--- src/rtl/interp_mux_sequencer.sv ---
// interp_mux_sequencer: steps input_array_mux.sel through the enabled
// line groups (int, a, b, c) and offers each settled line downstream.
//
// Ports:
//   clock, reset        rising-edge clock, async active-high reset
//   start, cfg_mask     run request and group-enable mask ([0]int..[3]c)
//   sel                 mux select code
//   out_valid/ready     line handshake toward the FIR stage
//   out_kind, out_last  group of the current line, final line of the run
//   busy, done          run in progress, one-cycle end-of-run pulse
//   stall_cnt           (ISEQ_STALL_CNT_EN only) saturating back-pressure count
//
// Optional feature macro: ISEQ_STALL_CNT_EN
module interp_mux_sequencer #(
   parameter int N_INT   = 15,
   parameter int N_HALF  = 8,
   parameter int MUX_LAT = 1,
   parameter int SEL_W   = 8
) (
   input  logic             clock,
   input  logic             reset,
   input  logic             start,
   input  logic [3:0]       cfg_mask,
   output logic [SEL_W-1:0] sel,
   output logic             out_valid,
   input  logic             out_ready,
   output logic [1:0]       out_kind,
   output logic             out_last,
   output logic             busy,
   output logic             done
`ifdef ISEQ_STALL_CNT_EN
   ,
   output logic [15:0]      stall_cnt
`endif
);

   typedef enum logic [1:0] {IDLE, SETTLE, OFFER, DONE} state_t;

   localparam logic [2:0] LAT_M1 = 3'(MUX_LAT - 1);
   localparam logic [SEL_W-1:0] SEL_ONE = SEL_W'(1);
   localparam logic [SEL_W-1:0] BASE_A = SEL_W'(N_INT);
   localparam logic [SEL_W-1:0] BASE_B = SEL_W'(N_INT + N_HALF);
   localparam logic [SEL_W-1:0] BASE_C = SEL_W'(N_INT + 2 * N_HALF);
   localparam logic [SEL_W-1:0] END_I  = SEL_W'(N_INT - 1);
   localparam logic [SEL_W-1:0] END_A  = SEL_W'(N_INT + N_HALF - 1);
   localparam logic [SEL_W-1:0] END_B  = SEL_W'(N_INT + 2 * N_HALF - 1);
   localparam logic [SEL_W-1:0] END_C  = SEL_W'(N_INT + 3 * N_HALF - 1);

   function automatic logic [SEL_W-1:0] grp_base(input logic [1:0] g);
      case (g)
         2'd0:    grp_base = '0;
         2'd1:    grp_base = BASE_A;
         2'd2:    grp_base = BASE_B;
         default: grp_base = BASE_C;
      endcase
   endfunction

   function automatic logic [SEL_W-1:0] grp_end(input logic [1:0] g);
      case (g)
         2'd0:    grp_end = END_I;
         2'd1:    grp_end = END_A;
         2'd2:    grp_end = END_B;
         default: grp_end = END_C;
      endcase
   endfunction

   state_t           state_q, state_d;
   logic [SEL_W-1:0] sel_q, sel_d;
   logic [2:0]       cnt_q, cnt_d;
   logic [3:0]       mask_q, mask_d;

   logic [1:0] kind;
   logic [1:0] nxt_g;
   logic       nxt_found;
   logic [1:0] first_g;
   logic       at_end;
   logic       active;

   // group of the current line follows directly from the sel range
   always_comb begin
      kind = 2'd0;
      unique case (1'b1)
         (sel_q < BASE_A):                     kind = 2'd0;
         (sel_q >= BASE_A && sel_q < BASE_B): kind = 2'd1;
         (sel_q >= BASE_B && sel_q < BASE_C): kind = 2'd2;
         (sel_q >= BASE_C):                   kind = 2'd3;
      endcase
   end

   // lowest enabled group above the current one
   always_comb begin
      nxt_found = 1'b0;
      nxt_g     = kind;
      for (int i = 3; i >= 0; i--) begin
         if (mask_q[i] && i > int'(kind)) begin
            nxt_g     = 2'(i);
            nxt_found = 1'b1;
         end
      end
   end

   always_comb begin
      first_g = 2'd0;
      for (int i = 3; i >= 0; i--) begin
         if (cfg_mask[i]) first_g = 2'(i);
      end
   end

   assign at_end = (sel_q == grp_end(kind));
   assign active = (state_q == SETTLE) || (state_q == OFFER);

   assign sel       = sel_q;
   assign out_valid = (state_q == OFFER);
   assign out_kind  = kind;
   assign out_last  = active && at_end && !nxt_found;
   assign busy      = active;
   assign done      = (state_q == DONE);

   always_comb begin
      state_d = state_q;
      sel_d   = sel_q;
      cnt_d   = cnt_q;
      mask_d  = mask_q;
      unique case (state_q)
         IDLE: begin
            if (start) begin
               mask_d = cfg_mask;
               if (cfg_mask == 4'd0) begin
                  state_d = DONE;
               end else begin
                  sel_d   = grp_base(first_g);
                  cnt_d   = LAT_M1;
                  state_d = SETTLE;
               end
            end
         end
         SETTLE: begin
            if (cnt_q == 3'd0) state_d = OFFER;
            else cnt_d = cnt_q - 3'd1;
         end
         OFFER: begin
            if (out_ready) begin
               if (out_last) begin
                  state_d = DONE;
               end else begin
                  sel_d   = at_end ? grp_base(nxt_g)
                                   : sel_q + SEL_ONE;
                  cnt_d   = LAT_M1;
                  state_d = SETTLE;
               end
            end
         end
         DONE: state_d = IDLE;
      endcase
   end

   always_ff @(posedge clock or posedge reset) begin
      if (reset) begin
         state_q <= IDLE;
         sel_q   <= '0;
         cnt_q   <= '0;
         mask_q  <= '0;
      end else begin
         state_q <= state_d;
         sel_q   <= sel_d;
         cnt_q   <= cnt_d;
         mask_q  <= mask_d;
      end
   end

`ifdef ISEQ_STALL_CNT_EN
   logic [15:0] stall_q, stall_d;

   always_comb begin
      stall_d = stall_q;
      if (state_q == IDLE && start)
         stall_d = '0;
      else if (out_valid && !out_ready && stall_q != 16'hFFFF)
         stall_d = stall_q + 16'd1;
   end

   always_ff @(posedge clock or posedge reset) begin
      if (reset) stall_q <= '0;
      else       stall_q <= stall_d;
   end

   assign stall_cnt = stall_q;
`endif

endmodule

--- config.mk ---
export PLATFORM = sky130hd
export DESIGN_NAME = interp_mux_sequencer
export DESIGN_NICKNAME = d
export VERILOG_FILES = /design/src/rtl/interp_mux_sequencer.sv
export SDC_FILE = /design/constraint.sdc
export NUM_CORES = 1
export LEC_CHECK = 0
export CELL_PAD_IN_SITES_DETAIL_PLACEMENT = 1
export CELL_PAD_IN_SITES_GLOBAL_PLACEMENT = 1
export CORE_MARGIN = 3
export CORE_UTILIZATION = 38
export CTS_BUF_LIST = sky130_fd_sc_hd__clkbuf_2
export CTS_CLUSTER_DIAMETER = 200
export DETAILED_ROUTE_END_ITERATION = 10
export PLACE_DENSITY_LB_ADDON = 0.1
export SLEW_MARGIN = 20
export SYNTH_ARGS = -nofsm -noshare
export SYNTH_HDL_FRONTEND = slang
export SYNTH_SLANG_ARGS = --single-unit
export TNS_END_PERCENT = 5
--- constraint.sdc ---
create_clock -name clock -period 3 [get_ports clock]
set_clock_uncertainty 0.15 [all_clocks]
set_input_delay 0.3 -clock clock [delete_from_list [all_inputs] [get_ports clock]]
set_output_delay 0.3 -clock clock [all_outputs]
set_load 0.02 [all_outputs]
* Yosys cells after proc, flatten, opt, wreduce, memory -nomap -nowiden
Cells that the tools add are included.
Storage, ports and cells: register bits 17, bits in latches 0, RAM bits 0, bits in read-only memories 0, bits of input ports 8, memories kept 0
Cells by class: add/sub/neg operators 2, multiply operators 0, div/mod/pow operators 0, order comparisons 9, equality and inequality tests 16, shift operators 0, mux-type cells 32, bitwise gates (word level) 0, reductions and logical operators 21
Operators by type and width (count):
- $mux W8 | 5
- $pmux W5 S3 | 2
- $mux W2 | 12
- $pmux W6 S3 | 1
- $ge A8 B5 Y1 const B | 2
- $lt A8 B5 Y1 const B | 2
- $pmux W2 S4 | 2
- $pmux W8 S2 | 1
- $mux W3 | 5
- $eq A2 B2 Y1 const B | 5
- $pmux W3 S3 | 1
- $add A8 B1 Y8 const B | 1
- $eq A2 B1 Y1 const B | 4
- $eq A8 B8 Y1 | 1
- $ge A8 B4 Y1 const B | 1
- $logic_not A2 Y1 | 4
- $lt A8 B4 Y1 const B | 1
- $ne A2 B2 Y1 const B | 4
- $logic_and A1 B1 Y1 | 7
- $reduce_and A6 Y1 | 1
- $reduce_and A5 Y1 | 1
- $gt A2 B2 Y1 const A | 2
- $logic_not A4 Y1 | 1
- $ne A2 B1 Y1 const B | 2
- other kinds (10) | 12

* Depth between registers and ports, before layout
depth after elaboration 14, gate-level depth with buffers 13

* Worst setup path before layout
Ideal clock, no wire load.
path type register -> register, from register sel_q[0], in the netlist sel[0], to register sel_q[0], in the netlist sel[0], setup time 0.125 ns, arrival 2.906 ns, slack -0.180 ns, stages on the path, launching flop included 11, buffers on the path 0, cells stage by stage dfrtp_1 > ha_1 > and3_1 > a21oi_1 > and2_1 > inv_1 > ha_1 > or4_4 > a21oi_4 > a31o_4 > mux2_2
Between the ends: longest elaborated chain between the ends 14
Ends and longest elaborated chain:
- start, declared | line 68 | logic [SEL_W-1:0] sel_q, sel_d;
- start signal, assigned | line 165 | sel_q <= sel_d;
- $ge A8 B5 Y1, or another cell as far along | line 85 | (sel_q >= BASE_B && sel_q < BASE_C): kind = 2'd2;
- $logic_and A1 B1 Y1, on equally long branches | line 85, 84
- $pmux W2 S4 * | line 82 | unique case (1'b1)
- via out_kind[0] | line 27 | output logic [1:0] out_kind,
- $gt A2 B2 Y1 | line 95 | if (mask_q[i] && i > int'(kind)) begin
- $logic_and A1 B1 Y1 | line 95
- $mux W2 (3 in series) | line 95
- $eq A2 B2 Y1, or another cell as far along | line 50 | case (g)
- $pmux W5 S3 | line 50
- $mux W8 | line 146 | sel_d = at_end ? grp_base(nxt_g)
- $mux W8 | line 143 | if (out_last) begin
- $mux W8 | line 142 | if (out_ready) begin
- $pmux W8 S2 | line 124 | unique case (state_q)
Mark *: on every way through the listed nets, which the timed path passes. The rest lies on a longest branch. The select of a mux whose other input is x is not followed. A chain may end at the register's enable or synchronous reset.

* Worst setup path after layout
from register sel_q[1], in the netlist sel[1], to output port out_last
Between the ends: longest elaborated chain between the ends 10
Ends and longest elaborated chain:
- $ge A8 B5 Y1, or another cell as far along | line 85
- $logic_and A1 B1 Y1, on equally long branches | line 85, 84
- $pmux W2 S4 | line 82
- $gt A2 B2 Y1 | line 95
- $logic_and A1 B1 Y1 | line 95
- $mux W1 (3 in series) | line 95
- $logic_not A1 Y1 | line 115 | assign out_last = active && at_end && !nxt_found;
- $logic_and A1 B1 Y1 * | line 115
- end, declared | line 28 | output logic out_last,
Every way passes the cells marked *; elsewhere a longest branch is shown, timed or not.

==> results <==
- The count of flip-flops with a built-in enable after synthesis is 0.
- The reg-to-reg endpoint is sel[5].
- The final-report hold violation count came to 0.
- By count the netlist is led by 16 x sky130_fd_sc_hd__dfrtp_1, 13 x sky130_fd_sc_hd__ha_1, 12 x sky130_fd_sc_hd__nand2_1.
- The die width is about 65 um.
- The launching point of the worst reg2reg path is sel[1].
- The kind of cell with the highest combined delay on the critical path is simple AND/OR/NAND/NOR gates.
- The setup slack of the critical path after layout is -0.06867 ns.
- The worst path in the final design needs a cycle of roughly 3.1 ns, including I/O delays and setup.
- The delay of the slowest critical-path stage is 0.49 ns.
- Relative to the synthesized area, the layout overhead comes to 48.13%.
- The first-pass GRT wire length is around 7.4 mm.
- Cells fill a little over 60% of the core in the end.
- The boundary pin count is 22.
- The signal on the critical path passes through ha_4 > and3_4 > a21oi_2 > and2_4 > inv_4 > ha_4 > or4_4 > a21oi_4 > and2_4 > buf_6.
- The share of synthesized flip-flops with an asynchronous set or reset is 100.0%.
- The main combinational cell family by area after synthesis is compound AO/OA/AOI/OAI gates.
- Global routing consumed, over all layers together, ~23% of the routing resources.
- The number of buffer and inverter stages on the critical path is 2.
- The maximum ir drop on the vdd rail is between 500 and 600 uV.
- Entering global routing, the biggest net connects 18 pins.
- In this run the worst path has a maximum fanout of 4.
- The sequential-to-total area share from yosys stat is ~30%.
- The synthesized design devotes to its leading area cell type between 20% and 30% of total area.
- Measured against the total synthesized area, the mux share comes to under 10%.
- Clock latency on the worst-skew pair, taken at its later pin, is 0.31 ns.
- Global routing finished with a remaining overflow of 0.
- Clock-pin slew was measured on the worst setup and hold paths at ~0.18 ns.
- For this configuration, the core starts out at a cell density of 41.72%.
- After synthesis, the netlist uses between 40 and 50 different library cells.
- The number of max-slew violations in the final report was 0.
- The initial DRC count is 74.
- Hold is met by just over 0.2 ns.
- Of the total synthesized cell area, the portion taken by AND, OR, NAND and NOR gates is between 20 and 25%.
- The share of the synthesized area in compound gates (AO/OA/AOI/OAI) is approximately 24%.
- The master of the slowest instance on the critical path is sky130_fd_sc_hd__or4_4.
- The average cell area after synthesis is 9.090 um2.
- Summing the areas of all fa, ha and maj instances in the mapped netlist gives between 10% and 20% of the synthesized area.
- The total number of placement rows is 20.
- The worst setup path is captured at an output pin.
- Timing would allow up to 0.3259 GHz.
- The number of remaining DRC errors is 0.
- The first detailed-routing pass ran for 4 iterations.
- The overall via count from detail_route is 1363.
- The die is 65.30 um tall.
- The net count of the finished layout is between 200 and 250.
- The tool flagged a number of max-cap violations equal to 0.
- The total of flip-flops plus latches after synthesis is 16.
- In the post-synthesis netlist, the biggest area contributors are sky130_fd_sc_hd__dfrtp_1 30%, sky130_fd_sc_hd__ha_1 12%, sky130_fd_sc_hd__mux2_2 5.1%.
- Yosys printed 0 warnings.
- The internal reg-to-reg setup slack is -0.06 ns.
- The worst-case headroom to the max-slew limit is between 50% and 60%.
- The area of the die is 4264 um2.
- The setup violation total in the final timing report is 5.
- The detail route stage leaves a number of antenna-violating nets equal to 0.
- The type of the worst setup path is reg -> out.
- The area inside the core boundary is ~3200 um2.
- For this run, the leading register cell type out of synthesis is sky130_fd_sc_hd__dfrtp_1.
- The run finished, with violations left.
- The worst path uses 102.3% of the clock period.
- The number of global-route vias before repair is 1524.
- The overall power of the completed layout is ~0.0020 W.
- Synthesis produced a netlist whose cell count is between 100 and 150.
- STA classifies the critical path startpoint as a flop.
- The tree is rooted in a sky130_fd_sc_hd__clkbuf_2.
- The initial antenna violation count is 0.
- Setup repair after global routing could not meet its margin everywhere.
- The path class of the tightest hold or removal check is in -> async.
- When the netlist entered floorplanning its net count stood at 168.
- Detailed placement ended at an HPWL of about 3.2 mm.
- sky130_fd_sc_hd__dfrtp_1 takes more of the synthesized area than any other cell.
- Summed over all layers, the routed wires come to around 4.4 mm.
- Power spread over the standard cell area amounts to roughly 1000 nW/um2.
- The CTS tree is yes.
- For the pin with the worst max-slew slack, the measured transition is 0.6666 ns.
- The per-cell via count in the routed design is approximately 5.6.
- The most frequent cell after synthesis is sky130_fd_sc_hd__dfrtp_1.
- The number of buffers added to fix hold violations after cts is 0.
- 0 antenna diodes ended up in the layout.
- The leakage power is approximately 0.87 nW.
- The worst endpoint data arrival time is approximately 2.6 ns.
- The checks that failed: setup timing.
- The routability congestion estimate is ~0.84.
- The synthesized netlist occupies a cell area of 1336 um2.
- The count of cells along the worst register-to-register path is 14.
- The clock net in this run drives a total of 16 sinks.
- The xor/xnor share of the synthesized area is less than 1%.
- The share of post-route cells with drive strength above 1 is a little over a third.
- The number of buffers inserted by port buffering is 21.
- The number of CTS-inserted buffers is 3.
- The per-cell routed wire length is 18.12 um.
- The number of levels in the clock H-tree is 1.
- The number of filler instances in the final layout is 391.
- The worst-case clock buffer depth is 2.
- STA puts the critical path data required time at 2.55 ns.
-- state kept, by name (all words and copies together) (netlist names) --
signal	count
sel	8
cnt_q	3
mask_q	3
state_q	2
-- power breakdown --
group | leakage (nW) | switching, W | internal, W
clock | 0.0140 | 0.0000784 | 0.0000290
combinational | 0.655 | 0.000778 | 0.000724
sequential | 0.201 | 0.0000767 | 0.000299
total | 0.870 | 0.000933 | 0.00105
-- layout by cell type, fill, tap and decap left out, types with 2 or more instances in the layout --
| master | count |
|---|---|
| sky130_fd_sc_hd__clkdlybuf4s50_1 | 20 |
| sky130_fd_sc_hd__nand3_1 | 4 |
| sky130_fd_sc_hd__nand2_1 | 11 |
| sky130_fd_sc_hd__o21ai_0 | 8 |
| sky130_fd_sc_hd__a31o_4 | 2 |
| sky130_fd_sc_hd__nor2_1 | 11 |
| sky130_fd_sc_hd__clkbuf_2 | 3 |
| sky130_fd_sc_hd__a22oi_1 | 2 |
| sky130_fd_sc_hd__ha_4 | 4 |
| sky130_fd_sc_hd__o41ai_2 | 2 |
| sky130_fd_sc_hd__buf_4 | 29 |
| sky130_fd_sc_hd__o21ai_1 | 9 |
| sky130_fd_sc_hd__or4b_1 | 2 |
| sky130_fd_sc_hd__dfrtp_2 | 2 |
| sky130_fd_sc_hd__and3_1 | 3 |
| sky130_fd_sc_hd__ha_1 | 9 |
| sky130_fd_sc_hd__inv_1 | 7 |
| sky130_fd_sc_hd__a21oi_2 | 2 |
| sky130_fd_sc_hd__buf_6 | 4 |
| sky130_fd_sc_hd__a221oi_1 | 2 |
| sky130_fd_sc_hd__o41a_1 | 2 |
| sky130_fd_sc_hd__o21ai_2 | 2 |
| sky130_fd_sc_hd__mux2_2 | 5 |
| sky130_fd_sc_hd__dfrtp_1 | 14 |
| sky130_fd_sc_hd__and2_4 | 3 |
| sky130_fd_sc_hd__nor2b_1 | 7 |
| sky130_fd_sc_hd__inv_2 | 2 |
| sky130_fd_sc_hd__nand2b_1 | 3 |
-- logic make-up after synthesis --
group	count (synthesis)
multiplexers	6
flip-flops	16
buffers and inverters	15
adder cells (fa/ha/maj)	13
AND/OR/NAND/NOR	53
AO/OA/AOI/OAI	43
XOR/XNOR	1
-- through the flow --
step | setup TNS [ns] | cell area, um2 | cells | setup WS (ns)
floorplan | 0 | 1348 | 147 | 0.0005200
global placement | -0.6378 | 1812 | 237 | -0.1949
detailed placement | -1.600 | 1812 | 237 | -0.2714
CTS | -0.1729 | 1956 | 244 | -0.06370
global route | -1.236 | 1979 | 244 | -0.2005
finish | -0.2602 | 1979 | 244 | -0.06867
-- how the worst max path moves through the flow --
stage / from / cells past startpoint / endpoint
6_report: sel[1] / 10 / out_last
5_1_grt: sel[1] / 11 / out_last
4_1_cts: sel[1] / 10 / out_last
3_5_place_dp: sel[0] / 10 / out_last
3_3_place_gp: sel[0] / 10 / out_last
2_1_floorplan: sel[0] / 10 / sel[0]
-- cell type report --
cell class	count	area, um2	area share (%)
Inverter	10	40.04	2.023
Timing Repair Buffer	54	483.0	24.40
Multi-Input combinational cell	116	979.7	49.49
Clock buffer	3	15.01	0.7585
Clock inverter	1	3.754	0.1896
Sequential cell	16	402.9	20.35
Tap cell	44	55.05	2.781
-- metal layers --
layer / vias to the layer above / GRT usage (%) / part of all wire, %
li1: 646 / - / -
met3: 6 / 3.419 / 2.6
met2: 26 / 43.74 / 53
met1: 685 / 26.46 / 43
met5: - / 0 / 0
met4: 0 / 3.368 / 1.3
-- what timing repair did --
item / in CTS / in global routing
gates resized for setup: 26 / 6
pin swaps: 12 / 2
endpoints found under the setup margin: 9 / 11
buffers inserted: 3 / 0
Power figures use the tool's default switching activity.
